==> src/rtl/fetch_prefetch_unit_pkg.sv <==
// ============================================================================
// Module   : fetch_prefetch_unit_pkg
// Purpose  : Shared widths and defaults for the fetch/prefetch core and benches.
// Revision : 1.0 - initial release
// ============================================================================
`default_nettype none

package fetch_prefetch_unit_pkg;

    localparam int c_WORD        = 32;
    localparam int c_ADDR        = 16;
    localparam int c_FETCH_DEPTH = 4;
    localparam int c_IMEM_LAT    = 1;

    // Wide enough to hold queue count + in-flight reads + one pop credit.
    function automatic int occ_width(input int depth, input int lat);
        return $clog2(depth + lat + 2);
    endfunction

endpackage

`default_nettype wire

==> src/rtl/fetch_fifo.sv <==
// ============================================================================
// Module   : fetch_fifo
// Purpose  : Prefetch queue; push/pop/flush, element count and head output.
// Revision : 1.0 - initial release
// ============================================================================
`default_nettype none

module fetch_fifo
    import fetch_prefetch_unit_pkg::*;
#(
    parameter int DATA_W = c_WORD + c_ADDR,
    parameter int DEPTH  = c_FETCH_DEPTH,
    parameter int CNT_W  = $clog2(DEPTH) + 1
) (
    input  logic              clk,
    input  logic              reset,
    input  logic              i_push,
    input  logic [DATA_W-1:0] i_data,
    input  logic              i_pop,
    input  logic              i_flush,
    output logic [DATA_W-1:0] o_head,
    output logic              o_valid,
    output logic [CNT_W-1:0]  o_count
);

    localparam int c_PTR_W = $clog2(DEPTH);

    logic [DATA_W-1:0]  r_mem [DEPTH];
    logic [c_PTR_W-1:0] r_wr_ptr;
    logic [c_PTR_W-1:0] r_rd_ptr;
    logic [CNT_W-1:0]   r_count;

    logic w_empty;
    logic w_full;
    logic w_do_pop;
    logic w_do_push;

    assign w_empty   = (r_count == '0);
    assign w_full    = (r_count == CNT_W'(DEPTH));
    assign w_do_pop  = i_pop & ~w_empty;
    assign w_do_push = i_push & (~w_full | w_do_pop);

    // Pointers wrap naturally because DEPTH is a power of two.
    always_ff @(posedge clk or negedge reset) begin
        if (!reset) begin
            r_wr_ptr <= '0;
            r_rd_ptr <= '0;
            r_count  <= '0;
        end else if (i_flush) begin
            r_wr_ptr <= '0;
            r_rd_ptr <= '0;
            r_count  <= '0;
        end else begin
            if (w_do_push) r_wr_ptr <= r_wr_ptr + c_PTR_W'(1);
            if (w_do_pop)  r_rd_ptr <= r_rd_ptr + c_PTR_W'(1);
            r_count <= r_count + CNT_W'(w_do_push) - CNT_W'(w_do_pop);
        end
    end

    always_ff @(posedge clk) begin
        if (w_do_push && !i_flush) r_mem[r_wr_ptr] <= i_data;
    end

    // Head reads as zero while empty so stale entries never reach decode.
    assign o_head  = w_empty ? '0 : r_mem[r_rd_ptr];
    assign o_valid = ~w_empty;
    assign o_count = r_count;

    a_no_overflow: assert property (@(posedge clk) disable iff (!reset)
        !(i_push && !i_flush && w_full && !w_do_pop));

endmodule

`default_nettype wire

==> src/rtl/fetch_prefetch_unit.sv <==
// ============================================================================
// Module   : fetch_prefetch_unit
// Purpose  : Sequential instruction prefetch with credit-based issue, latency
//            tracking line, prefetch queue and branch flush.
// Revision : 1.0 - initial release
// ============================================================================
`default_nettype none

module fetch_prefetch_unit
    import fetch_prefetch_unit_pkg::*;
#(
    parameter int              WORD       = c_WORD,
    parameter int              ADDR       = c_ADDR,
    parameter int              DEPTH      = c_FETCH_DEPTH,
    parameter int              MEM_LAT    = c_IMEM_LAT,
    parameter logic [ADDR-1:0] RESET_ADDR = '0
) (
    input  logic            clk,
    input  logic            reset,
    output logic [ADDR-1:0] next_addr,
    output logic            rd_en_o,
    input  logic [WORD-1:0] inst_i,
    output logic [WORD-1:0] inst_o,
    output logic [ADDR-1:0] pc_o,
    output logic            v_o,
    input  logic            stall_i,
    output logic            stall_o,
    input  logic            branch,
    input  logic [ADDR-1:0] branch_addr
);

    localparam int c_CNT_W = $clog2(DEPTH) + 1;
    localparam int c_OCC_W = occ_width(DEPTH, MEM_LAT);

    logic [ADDR-1:0]      r_pc;
    logic [MEM_LAT-1:0]   r_inf_v;
    logic [ADDR-1:0]      r_inf_pc [MEM_LAT];

    logic [MEM_LAT-1:0]   w_inf_shift;
    logic [c_OCC_W-1:0]   w_inflight;
    logic [c_OCC_W-1:0]   w_occ;
    logic [c_CNT_W-1:0]   w_count;
    logic                 w_valid;
    logic                 w_pop;
    logic                 w_can_issue;
    logic [WORD+ADDR-1:0] w_head;

    assign w_pop = w_valid & ~stall_i & ~branch;

    always_comb begin
        w_inflight = '0;
        for (int i = 0; i < MEM_LAT; i++) begin
            w_inflight = w_inflight + c_OCC_W'(r_inf_v[i]);
        end
    end

    // The read landing this edge is still counted, so a pop is the only
    // thing that can free a credit in the current cycle.
    assign w_occ       = c_OCC_W'(w_count) + w_inflight;
    assign w_can_issue = (w_occ < (c_OCC_W'(DEPTH) + c_OCC_W'(w_pop)));

    assign next_addr = r_pc;
    assign rd_en_o   = w_can_issue & ~branch & reset;
    assign stall_o   = ~w_can_issue & ~branch & reset;

    always_ff @(posedge clk or negedge reset) begin
        if (!reset) begin
            r_pc <= RESET_ADDR;
        end else if (branch) begin
            r_pc <= branch_addr;
        end else if (rd_en_o) begin
            r_pc <= r_pc + ADDR'(1);
        end
    end

    if (MEM_LAT == 1) begin : g_lat_one
        assign w_inf_shift = rd_en_o;
    end else begin : g_lat_multi
        assign w_inf_shift = {r_inf_v[MEM_LAT-2:0], rd_en_o};
    end

    always_ff @(posedge clk or negedge reset) begin
        if (!reset) begin
            r_inf_v <= '0;
        end else if (branch) begin
            r_inf_v <= '0;
        end else begin
            r_inf_v <= w_inf_shift;
        end
    end

    // Address tags travel alongside the valid bits; only the valid bits matter.
    always_ff @(posedge clk) begin
        r_inf_pc[0] <= r_pc;
        for (int i = 1; i < MEM_LAT; i++) begin
            r_inf_pc[i] <= r_inf_pc[i-1];
        end
    end

    fetch_fifo #(
        .DATA_W (WORD + ADDR),
        .DEPTH  (DEPTH),
        .CNT_W  (c_CNT_W)
    ) u_fifo (
        .clk     (clk),
        .reset   (reset),
        .i_push  (r_inf_v[MEM_LAT-1]),
        .i_data  ({inst_i, r_inf_pc[MEM_LAT-1]}),
        .i_pop   (w_pop),
        .i_flush (branch),
        .o_head  (w_head),
        .o_valid (w_valid),
        .o_count (w_count)
    );

    assign v_o    = w_valid;
    assign inst_o = w_head[WORD+ADDR-1:ADDR];
    assign pc_o   = w_head[ADDR-1:0];

endmodule

`default_nettype wire
==> config.mk <==
export PLATFORM = sky130hd
export DESIGN_NAME = fetch_prefetch_unit
export DESIGN_NICKNAME = d
export VERILOG_FILES = /design/src/rtl/fetch_prefetch_unit_pkg.sv /design/src/rtl/fetch_fifo.sv /design/src/rtl/fetch_prefetch_unit.sv
export SDC_FILE = /design/constraint.sdc
export NUM_CORES = 1
export LEC_CHECK = 0
export ABC_CLOCK_PERIOD_IN_PS = 2600
export CAP_MARGIN = 10
export CORE_MARGIN = 1
export CORE_UTILIZATION = 35
export CTS_CLUSTER_DIAMETER = 120
export DETAILED_ROUTE_END_ITERATION = 10
export GPL_TIMING_DRIVEN = 1
export PLACE_DENSITY_LB_ADDON = 0.3
export SYNTH_ARGS = -nofsm -noshare
export SYNTH_HDL_FRONTEND = slang
export SYNTH_SLANG_ARGS = --single-unit
==> constraint.sdc <==
create_clock -name clk -period 2.6 [get_ports clk]
set_input_delay 0.26 -clock clk [delete_from_list [all_inputs] [get_ports clk]]
set_output_delay 0.26 -clock clk [all_outputs]
set_load 0.005 [all_outputs]
=== Yosys cells after proc, flatten, opt, wreduce, memory -nomap -nowiden ===
Memory sizes are Yosys's and may differ from the RTL's.
Cells that the tools add are included.

* $add $sub $neg: 7
* Order comparisons: 1
* Equal/unequal tests: 1
* Muxes and demuxes: 11
* Bitwise gates (word level): 14
* Reductions and logical operators: 6

{| class="wikitable"
|+ Operators by type and width
! kind !! number
|-
| $mux 48 || 1
|-
| $mux 16 || 2
|-
| $add 16x1->16 const B || 1
|-
| $and 1x1->1 || 8
|-
| $mux 2 || 4
|-
| $add 3x1->3 || 2
|-
| $reduce_bool 2->1 || 3
|-
| $not 1->1 || 5
|-
| $add 2x1->2 const B || 2
|-
| $add 3x1->3 const A || 1
|-
| $eq 3x3->1 const B || 1
|-
| $logic_not 3->1 || 1
|-
| $lt 3x3->1 || 1
|-
| $mux 1 || 3
|-
| $mux 3 || 1
|-
| $sub 3x1->3 || 1
|-
| $logic_and 1x1->1 || 1
|-
| $logic_not 1->1 || 1
|-
| $or 1x1->1 || 1
|}

* Register bits after elaboration: 24
* RAM bits: 208
* Logic and storage cells: 47
* Memories: 2

{| class="wikitable"
|+ Memory list
! name !! words !! width !! rd ports !! clocked after memory_dff !! wr ports !! line !! source
|-
| u_fifo.r_mem || 4 || 48 || 1 || 0 || 1 || fetch_fifo.sv:28 || <nowiki>logic [DATA_W-1:0] r_mem [DEPTH];</nowiki>
|-
| r_inf_pc || 1 || 16 || 1 || 0 || 1 || fetch_prefetch_unit.sv:37 || <nowiki>logic [ADDR-1:0] r_inf_pc [MEM_LAT];</nowiki>
|}

=== Longest topological paths before layout ===
Gate-level depths: netlist of run 1.

* Depth after elaboration: 10
* Mapped depth: 10

=== By module ===
A second synthesis of run 1 with hierarchy kept.

* Cell total of the unflattened synthesis: 487
* Area total of the unflattened synthesis: 9127.5 µm²

{| class="wikitable"
|+ By module, submodules not included
! module !! instances !! cells each !! area each (µm²) !! seq. area each (µm²)
|-
| fetch_fifo || 1 || 353 || 7743.7 || 5940.7
|-
| fetch_prefetch_unit || 1 || 134 || 1383.8 || 745.7
|}

=== Worst setup path before layout of run 1 ===
No wires, ideal clock.

* Path type: register -> register
* From: register u_fifo.r_count[2] (netlist: u_fifo.o_count[2])
* To: memory u_fifo.r_mem[0][0] (netlist name) (enable)
* Library setup time: 0.411 ns
* Arrival: 1.997 ns
* Data required time: 2.189 ns
* Path slack: 0.193 ns
* Cell stages (with the launch flop): 5
* Path buffers: 0
* Cell sequence: dfrtp_1 inv_1 o41ai_4 nor2_1 and2_1

* Cells in the longest elaborated chain, start to end: 10
* Elaborated cells on any way between the ends: 12
* Classes of those cells: eq/ne: 1; mux: 2; bitwise: 7; reduce/logical: 2

{| class="wikitable"
|+ RTL lines
! item !! line !! source
|-
| start, declared || fetch_fifo.sv:31 || <nowiki>logic [CNT_W-1:0] r_count;</nowiki>
|-
| start signal, assigned || fetch_fifo.sv:56 || <nowiki>r_count <= r_count + CNT_W'(w_do_push) - CNT_W'(w_do_pop);</nowiki>
|-
| $logic_not 3->1 || fetch_fifo.sv:38 || <nowiki>assign w_empty = (r_count == '0);</nowiki>
|-
| $not 1->1 || fetch_fifo.sv:40, fetch_fifo.sv:66 ||
|-
| $and 1x1->1 (2 in series) || fetch_prefetch_unit.sv:48 || <nowiki>assign w_pop = w_valid & ~stall_i & ~branch;</nowiki>
|-
| $and 1x1->1 || fetch_fifo.sv:40 || <nowiki>assign w_do_pop = i_pop & ~w_empty;</nowiki>
|-
| $or 1x1->1 (*) || fetch_fifo.sv:41 || <nowiki>assign w_do_push = i_push & (~w_full | w_do_pop);</nowiki>
|-
| $and 1x1->1 (*) || fetch_fifo.sv:41 ||
|-
| $logic_and 1x1->1 (*) || fetch_fifo.sv:61 || <nowiki>if (w_do_push && !i_flush) r_mem[r_wr_ptr] <= i_data;</nowiki>
|-
| $mux 1 (*) || fetch_fifo.sv:61 ||
|-
| $mux 1 (not written as such) (*) || fetch_fifo.sv:61 ||
|-
| end, declared || fetch_fifo.sv:28 ||
|}

Every way passes the cells marked *; elsewhere a longest branch is shown, timed or not.

=== Final worst setup path of run 1 ===
* From: register u_fifo.r_rd_ptr[0]
* To: output port inst_o[6]

* Cells in the longest elaborated chain, start to end: 2

{| class="wikitable"
|+ RTL lines
! item !! line !! source
|-
| start, declared || fetch_fifo.sv:30 || <nowiki>logic [c_PTR_W-1:0] r_rd_ptr;</nowiki>
|-
| start signal, assigned || fetch_fifo.sv:55 || <nowiki>if (w_do_pop) r_rd_ptr <= r_rd_ptr + c_PTR_W'(1);</nowiki>
|-
| $mem_v2 4x48 || - ||
|-
| $mux 48 || fetch_fifo.sv:65 || <nowiki>assign o_head = w_empty ? '0 : r_mem[r_rd_ptr];</nowiki>
|-
| end, declared || fetch_prefetch_unit.sv:23 || <nowiki>output logic [WORD-1:0] inst_o,</nowiki>
|}

No other way between the ends.

==> results of run 1 <==
[sequential cells by signal, summed over array words and instances (netlist names)]
signal and count:
u_fifo.r_mem 192, u_fifo.o_count 3, u_fifo.r_rd_ptr 2, r_inf_pc 16, r_inf_v 1, u_fifo.r_wr_ptr 2, next_addr 16
[routing by layer]
layer / share of wire / vias to the layer above
li1: - / 2298
met1: 0.43 / 2574
met2: 0.50 / 165
met5: 0 / -
met4: 0.016 / 0
met3: 0.052 / 23
[how the worst min path moves through the flow]
stage	startpoint	to	slack, ns	cells after the start
floorplan	reset	next_addr[0]$_DFFE_PN0P_	-0.04	0
global placement	next_addr[13]$_DFFE_PN0P_	r_inf_pc[0][13]$_DFF_P_	0.45	0
detailed placement	next_addr[13]$_DFFE_PN0P_	r_inf_pc[0][13]$_DFF_P_	0.45	0
CTS	reset	next_addr[7]$_DFFE_PN0P_	0.21	2
global route	reset	next_addr[7]$_DFFE_PN0P_	0.21	2
finish	reset	next_addr[8]$_DFFE_PN0P_	0.22	2
[cell usage after synthesis, types with 2 or more instances]
library cell,n,share of area
o21ai_0,5,0.0027
inv_1,11,0.0045
and3_1,2,0.0014
xnor2_1,3,0.0029
mux4_2,48,0.12
buf_1,5,0.0020
nor3_1,4,0.0022
dfxtp_1,16,0.035
edfxtp_1,192,0.63
dfrtp_1,24,0.066
nand4_1,5,0.0034
ha_1,9,0.012
nand2_1,7,0.0029
buf_2,6,0.0033
clkbuf_1,9,0.0037
o211ai_1,2,0.0016
a21oi_1,4,0.0022
o31a_1,2,0.0019
and2_1,56,0.038
nand3_1,6,0.0033
or4_1,6,0.0049
nor2_1,24,0.0098
a211oi_2,2,0.0027
nor2b_1,2,0.0014
or3_1,2,0.0014
o31ai_1,4,0.0033
a31oi_1,8,0.0055
[metrics by stage]
stage,instance area [um2],hold WS [ns],utilization
finish,12100,0.218,0.473
global route,12100,0.209,0.473
CTS,11900,0.210,0.467
detailed placement,10900,0.448,0.428
global placement,10900,0.447,0.428
floorplan,9170,-0.0356,-
[layout make-up]
class                   count  area (um2)  area share
clock inverters             3        21.3     0.00176
repair buffers            168        1720       0.142
multi-input cells         228        2380       0.197
flip-flops and latches    232        6700       0.555
repair inverters            2        17.5     0.00145
clock buffers              41         742      0.0615
inverters                  12        71.3     0.00592
well taps                 330         413      0.0343
[cell usage in the layout (no fill, tap or decap), types with 11 or more instances in the layout]
master           instances
clkdlybuf4s50_1         71
dlymetal6s2s_1          20
mux4_2                  48
edfxtp_1               192
nor2_1                  24
inv_1                   11
dlygate4sd2_1           22
clkbuf_16               26
dfrtp_1                 19
dfxtp_1                 16
and2_1                  44
buf_4                   36
[report_power, final]
group	switching [mW]	total (mW)	internal (mW)	leakage, nW
Sequential	0.163	4.39	4.22	2.15
Clock	1.31	3.25	1.94	0.374
Combinational	1.28	3.02	1.74	1.93
Total	2.75	10.7	7.91	4.45
[what timing repair did]
item	CTS	global route
cloned	3	0
buffers inserted	16	11
pin swaps	4	4
hold endpoints to repair	0	0
gates resized for setup	48	33
setup endpoints to repair	50	30
[logic make-up (layout without fill, tap and decap cells)]
| logic type | Yosys count | after routing | synth area share |
|---|---|---|---|
| AND/OR/NAND/NOR | 126 | 126 | 0.0824 |
| buffers and inverters | 34 | 226 | 0.0162 |
| adder cells (fa/ha/maj) | 10 | 10 | 0.0145 |
| AO/OA/AOI/OAI | 38 | 38 | 0.0330 |
| flip-flops | 232 | 232 | 0.729 |
| XOR/XNOR | 5 | 5 | 0.00560 |
| multiplexers | 49 | 49 | 0.119 |
==> flow_summary_export.csv, run 1 <==
group,metric,value,unit
timing,setup_tns,0,ns
final_layout,finalNetCount,730,
pwr,power_leakage,4.45,nW
global_route,overflow,0,
timing,setup_ws,0.0585,ns
final_layout,layout-drive-gt1-share,0.249,
yosys,async_flop_share,0.103,
cts,htreeDepth,1,
worst_setup_path,critPathArrivalTime,2.28,ns
global_route,top_usage_layer,"met2",
worst_setup_path,crit_fanout,6,
cts,cts_buffers,24,
placement,io_buffers,118,
cts,cts_tree,"yes",
timing,min_period,2.54,ns
timing,hold_viol,0,
global_route,met2_usage,0.263,
timing,drv_slew,0,
global_route,grt_pass1_vias,5390,
routing,wl_per_cell,19.7,um
routing,first_pass_iters,5,
worst_setup_path,cp_slowest_stage_delay,0.53,ns
worst_setup_path,path_class,"flop to output pin",
pwr,power_density,884,nW/um2
floorplanning,core_area,25500,um2
worst_setup_path,reg2reg_slack,0.14,ns
cts,clk_pin_slew,0.06,ns
placement,post-place-cells,942,
timing,tightest_slew,0.645,ns
run,drv_cap,0,
timing,slew_headroom,0.570,
yosys,synth_edf_count,192,
cts,cts_sinks,232,
worst_setup_path,cp.required,2.34,ns
floorplanning,fp.dieH,164,um
timing,skew,0.00941,ns
hold_path,min_path_type,"input port to asynchronous set/reset pin",
worst_setup_path,path_buf_inv,4,
timing,fmax,0.393,GHz
worst_setup_path,rr_endpoint,"u_fifo.o_count[2]$_DFF_PN0_",
cts,clk_latency,0.50,ns
cts,clock_path_buffers,3,
worst_setup_path,end_kind,"output pin",
yosys,avgSynthCellArea,18.6,um2
yosys,ys.flop_type,"edfxtp_1",
routing,vias,5060,
yosys,synthCells,494,
worst_setup_path,worstSetupEndpoint,"inst_o[6]",
routing,drt-initial-drc-count,333,
yosys,ys_ff_latch,232,
final_layout,antennaDiodeCount,0,
worst_setup_path,worst-path-stages,6,
cts,hold_buffers,0,
cts,cts.root.buffer_cell,"clkbuf_16",
placement,pre_cts_ws,0.189,ns
floorplanning,initial_utilization,0.360,
global_route,grt_usage,0.152,
global_route,grt_max_degree,32,
timing,post-route-period-util,0.977,
yosys,synthesis.nets,556,
final_layout,layout.cells.non_filler,1016,
worst_setup_path,startpoint,"u_fifo.r_rd_ptr[0]$_DFFE_PN0P_",
routing,drt_wl_total,20.0,mm
pwr,irDropWorstVdd,0.441,mV
routing,drc,0,
worst_setup_path,crit_path_cell_trace,"buf_6 -> buf_12 -> buf_4 -> mux4_2 -> and2_4 -> dlygate4sd2_1",
yosys,synth-warning-count,0,
yosys,ys_seq_area_frac,0.729,
final_layout,syn_to_final_growth,31.5,%
global_route,met1_usage,0.200,
status,status,"finished, final reports clean",
floorplanning,num_rows,58,
placement,dp_hpwl,12.2,mm
global_route,antenna_found_initial,0,
worst_setup_path,r2r_cells,12,
floorplanning,die_area,26800,um2
final_layout,fillers,2137,
yosys,syn-cell-area,9170,um2
worst_setup_path,rr_startpoint,"u_fifo.o_count[2]$_DFF_PN0_",
routing,ant_nets,0,
global_route,grt_pass1_wl,30.6,mm
placement,place.gp.congestion,0.833,
worst_setup_path,slowest_stage,"dfrtp_4",
routing,vias_per_cell,4.98,
floorplanning,ios,119,
worst_setup_path,worstSetupStartpointType,"flop",
floorplanning,die_x,164,um
pwr,finalPower,10.7,mW
global_route,grt_use_met3,0.0205,
worst_setup_path,cp_top_family,"buffers and inverters",
yosys,ys_types,57,
timing,finalSetupViolations,0,
Power figures use the tool's default switching activity.
==> run 2, diff against run 1 <==
Settings changed: PLACE_DENSITY from default to 0.54, PLACE_DENSITY_LB_ADDON 0.3 to default.
==> flow_summary_export.csv, run 2 (same netlist as run 1, synthesis figures left out) <==
group,metric,value,unit
floorplanning,initial_utilization,0.360,
floorplanning,ios,119,
final_layout,layout-drive-gt1-share,0.208,
pwr,irDropWorstVdd,0.447,mV
pwr,finalPower,10.2,mW
cts,cts_sinks,232,
worst_setup_path,rr_startpoint,"u_fifo.o_count[2]$_DFF_PN0_",
global_route,grt_pass1_wl,29.8,mm
routing,vias_per_cell,5.00,
routing,wl_per_cell,19.5,um
final_layout,final_cell_mix,"edfxtp_1 (192), clkdlybuf4s50_1 (73), and2_1 (51)",
worst_setup_path,critPathArrivalTime,2.29,ns
placement,pre_cts_ws,0.248,ns
cts,hold_buffers,0,
status,status,"finished, final reports clean",
worst_setup_path,crit_fanout,27,
worst_setup_path,cp_slowest_stage_delay,0.51,ns
routing,ant_nets,0,
hold_path,min_path_type,"input port to asynchronous set/reset pin",
cts,clk_latency,0.51,ns
global_route,antenna_found_initial,0,
worst_setup_path,crit_path_cell_trace,"nor3_4 -> bufinv_16 -> a21o_1 -> nor2_2 -> clkdlybuf4s50_1",
timing,post-route-period-util,0.982,
routing,drt-initial-drc-count,344,
routing,vias,4973,
placement,io_buffers,118,
timing,fmax,0.392,GHz
final_layout,final_common_cell,"edfxtp_1",
routing,first_pass_iters,4,
cts,cts.root.buffer_cell,"clkbuf_16",
final_layout,top_register,"u_fifo.r_mem",
worst_setup_path,path_buf_inv,2,
worst_setup_path,end_kind,"output pin",
run,drv_cap,0,
placement,dp_hpwl,11.8,mm
cts,clk_pin_slew,0.06,ns
final_layout,syn_to_final_growth,28.5,%
cts,clock_path_buffers,3,
timing,hold_viol,0,
routing,drt_wl_total,19.4,mm
global_route,grt_max_degree,37,
worst_setup_path,rr_endpoint,"u_fifo.o_count[2]$_DFF_PN0_",
routing,drc,0,
final_layout,finalNetCount,709,
timing,setup_ws,0.0478,ns
timing,setup_tns,0,ns
worst_setup_path,reg2reg_slack,0.26,ns
global_route,grt_pass1_vias,5332,
floorplanning,die_x,164,um
worst_setup_path,slowest_stage,"clkdlybuf4s50_1",
worst_setup_path,path_class,"flop to output pin",
cts,cts_tree,"yes",
pwr,power_leakage,4.13,nW
worst_setup_path,cp_top_family,"buffers and inverters",
cts,htreeDepth,1,
global_route,overflow,0,
timing,slew_headroom,0.595,
floorplanning,fp.dieH,164,um
floorplanning,die_area,26800,um2
pwr,power_density,864,nW/um2
worst_setup_path,cp.required,2.34,ns
timing,rsz0062_at_grt,"yes",
cts,cts_buffers,24,
final_layout,antennaDiodeCount,0,
global_route,grt_usage,0.147,
timing,skew,0.0123,ns
final_layout,largest_reg_flops,192,
worst_setup_path,r2r_cells,11,
floorplanning,num_rows,58,
timing,drv_slew,0,
placement,place.gp.congestion,0.770,
worst_setup_path,worstSetupStartpointType,"flop",
timing,tightest_slew,0.607,ns
timing,min_period,2.55,ns
floorplanning,core_area,25500,um2
timing,finalSetupViolations,0,
## run 2: worst max path at each step
stage                              startpoint                      endpoint  cells past startpoint
6_report          u_fifo.o_count[2]$_DFF_PN0_                       stall_o                      5
3_5_place_dp                           branch   u_fifo.o_count[2]$_DFF_PN0_                      9
5_1_grt           u_fifo.o_count[2]$_DFF_PN0_                       stall_o                      5
2_1_floorplan     u_fifo.o_count[2]$_DFF_PN0_  u_fifo.r_mem[0][0]$_DFFE_PP_                      4
4_1_cts        u_fifo.r_rd_ptr[0]$_DFFE_PN0P_                       pc_o[1]                      4
3_3_place_gp                           branch   u_fifo.o_count[1]$_DFF_PN0_                      8
## run 2: routing by layer
metal / GRT usage / vias up / wire [um]
li1: - / 2258 / -
met1: 0.202 / 2551 / 8760
met2: 0.243 / 144 / 9360
met3: 0.0255 / 20 / 1070
met4: 0.0354 / 0 / 224
met5: 0 / - / 0
## run 2: power by group
group	leakage, nW	internal, mW	switching, mW
logic	1.63	1.47	1.14
registers	2.15	4.22	0.178
clock network	0.354	1.85	1.31
## run 2: through the flow
step                      instance area [um2]   util  hold slack (ns)  std cells
final                                   11800  0.462            0.231        995
after global routing                    11800  0.462            0.225        995
after CTS                               11700  0.460            0.221        991
after detailed placement                10900  0.429            0.444        938
after global placement                  10900  0.429            0.448        938
after floorplan                          9170      -          -0.0356        494
## run 2: timing repair
item	CTS	global route
endpoints found under the setup margin	50	9
gates cloned	1	0
resized for setup	53	6
setup buffers	8	4
pin swaps	2	1
## run 2: layout make-up
| cell class | instances | area (um2) |
|---|---|---|
| inverters | 12 | 71.3 |
| repair inverters | 1 | 8.76 |
| clock inverters | 5 | 25.0 |
| multi-input cells | 228 | 2370 |
| flip-flops and latches | 232 | 6700 |
| well taps | 330 | 413 |
| clock buffers | 39 | 708 |
| fillers | 2176 | 13700 |
| repair buffers | 148 | 1490 |
==> run 3, diff against run 2 <==
Settings changed: CORE_ASPECT_RATIO from default to 1.4.
==> flow_summary_export.csv, run 3 (same netlist as run 1, synthesis figures left out) <==
group,metric,value,unit
status,status,"complete, but fails checks",
status,failed_checks,"design-rule violations",
final_layout,final_area,11800,um2
timing,post-route-period-util,0.978,
placement,dp_hpwl,11.6,mm
pwr,power.switching,2.66,mW
floorplanning,die_x,139,um
pwr,finalPower,10.3,mW
global_route,grt_max_degree,49,
routing,ant_nets,0,
routing,drt-initial-drc-count,256,
floorplanning,num_rows,69,
routing,wl_met3,728,um
final_layout,final_cell_mix,"edfxtp_1 (192), clkdlybuf4s50_1 (72), mux4_2 (48), and2_1 (48), dlygate4sd2_1 (41)",
routing,first_pass_iters,9,
final_layout,antennaDiodeCount,0,
final_layout,top_register,"u_fifo.r_mem",
final_layout,syn_to_final_growth,28.9,%
timing,hold_ws,0.270,ns
timing,finalSetupViolations,0,
global_route,grt_pass1_wl,30.3,mm
floorplanning,die_area,26900,um2
cts,cts_sinks,232,
global_route,grt_usage,0.147,
cts,cts.root.buffer_cell,"clkbuf_16",
final_layout,layout.cells.non_filler,986,
routing,drc,6,
final_layout,largest_reg_flops,192,
cts,clock_path_buffers,3,
floorplanning,ios,119,
routing,dr_wl_met2,10.5,mm
routing,vias_per_cell,4.98,
run,drv_cap,0,
routing,wl_met1,7.71,mm
worst_setup_path,end_kind,"output pin",
timing,rsz0062_at_grt,"no",
worst_setup_path,cp.required,2.34,ns
worst_setup_path,reg2reg_slack,0.33,ns
placement,place.gp.congestion,0.802,
pwr,power_density,869,nW/um2
hold_path,min_path_type,"input port to asynchronous set/reset pin",
routing,highest_layer,"met4",
placement,io_buffers,118,
timing,min_period,2.54,ns
pwr,power_leakage,4.16,nW
final_layout,fillers,2235,
final_layout,layout-drive-gt1-share,0.216,
worst_setup_path,path_class,"flop to output pin",
pwr,clkPwrFrac,0.298,
floorplanning,fp.dieH,194,um
timing,setup_tns,0,ns
timing,tightest_slew,0.467,ns
cts,clk_pin_slew,0.06,ns
pwr,p_sw_frac,0.259,
final_layout,finalNetCount,714,
cts,htreeDepth,1,
floorplanning,core_area,25600,um2
global_route,grt_pass1_vias,5456,
cts,cts_buffers,23,
routing,wl_per_cell,19.6,um
global_route,antenna_found_initial,0,
pwr,irDropWorstVdd,0.443,mV
worst_setup_path,worstSetupStartpointType,"flop",
final_layout,final_common_cell,"edfxtp_1",
routing,drt_wl_total,19.4,mm
placement,place_area,10900,um2
cts,cts_tree,"yes",
pwr,comb_power_share,0.274,
worst_setup_path,critPathArrivalTime,2.28,ns
timing,drv_slew,0,
timing,hold_viol,0,
worst_setup_path,crit_fanout,5,
floorplanning,initial_utilization,0.359,
placement,post-place-cells,926,
pwr,power_frac_seq,0.428,
worst_setup_path,r2r_cells,11,
global_route,overflow,0,
timing,fmax,0.393,GHz
pwr,internal-power,7.60,mW
cts,clk_latency,0.49,ns
timing,slew_headroom,0.688,
routing,vias,4907,
timing,skew,0.0111,ns
[run 3: path summary, 6_finish.rpt]
check | start | endpoint
max in group asynchronous | reset | next_addr[2]$_DFFE_PN0P_
min in group clk | branch_addr[12] | next_addr[12]$_DFFE_PN0P_
max reg2reg | u_fifo.o_count[2]$_DFF_PN0_ | u_fifo.o_count[2]$_DFF_PN0_
min | reset | next_addr[1]$_DFFE_PN0P_
max | u_fifo.r_rd_ptr[0]$_DFFE_PN0P_ | inst_o[23]
min reg2reg | next_addr[15]$_DFFE_PN0P_ | r_inf_pc[0][15]$_DFF_P_
[run 3: what timing repair did]
item | in CTS | in global routing
hold buffers | 1 | 0
setup buffers | 11 | 6
endpoints found under the setup margin | 46 | 8
endpoints found under the hold margin | 2 | 0
gates resized for setup | 59 | 8
pin swaps | 3 | 2
cloned | 2 | 0
[run 3: per-layer routing]
| layer | global-route usage | vias to the layer above |
|---|---|---|
| met3 | 0.0213 | 28 |
| met2 | 0.274 | 111 |
| li1 | - | 2268 |
| met5 | 0 | - |
| met4 | 0.0486 | 0 |
| met1 | 0.173 | 2500 |
[run 3: through the flow]
stage / util / worst slack [ns]
after floorplan: - / 0.193
final: 0.462 / 0.0580
after global routing: 0.462 / 0.00346
after global placement: 0.425 / 0.299
after detailed placement: 0.425 / 0.295
after CTS: 0.459 / -0.0145
[run 3: layout make-up]
cell class,instances,area [um2],share of cell area
Sequential cell,232,6700,0.566
Multi-Input combinational cell,228,2370,0.201
Timing Repair Buffer,154,1580,0.133
Clock buffer,30,622,0.0526
Tap cell,319,399,0.0338
Clock inverter,10,71.3,0.00603
Inverter,12,71.3,0.00603
Timing Repair inverter,1,8.76,0.000741
[run 3: power by group through the flow]
stage | combinational (mW) | clock [mW] | sequential [mW]
after floorplan | 1.31 | 0 | 4.40
after global placement | 2.61 | 0 | 4.47
after detailed placement | 2.63 | 0 | 4.48
after CTS | 2.80 | 3.15 | 4.39
after global routing | 3.05 | 3.29 | 4.41
final | 2.81 | 3.06 | 4.39
[run 3: worst max-delay path, cell delays in order, from the launching register on]
cell             delay, ns
dfrtp_4               0.52
buf_8                 0.15
mux4_2                0.48
and2_1                0.19
clkdlybuf4s50_1       0.45
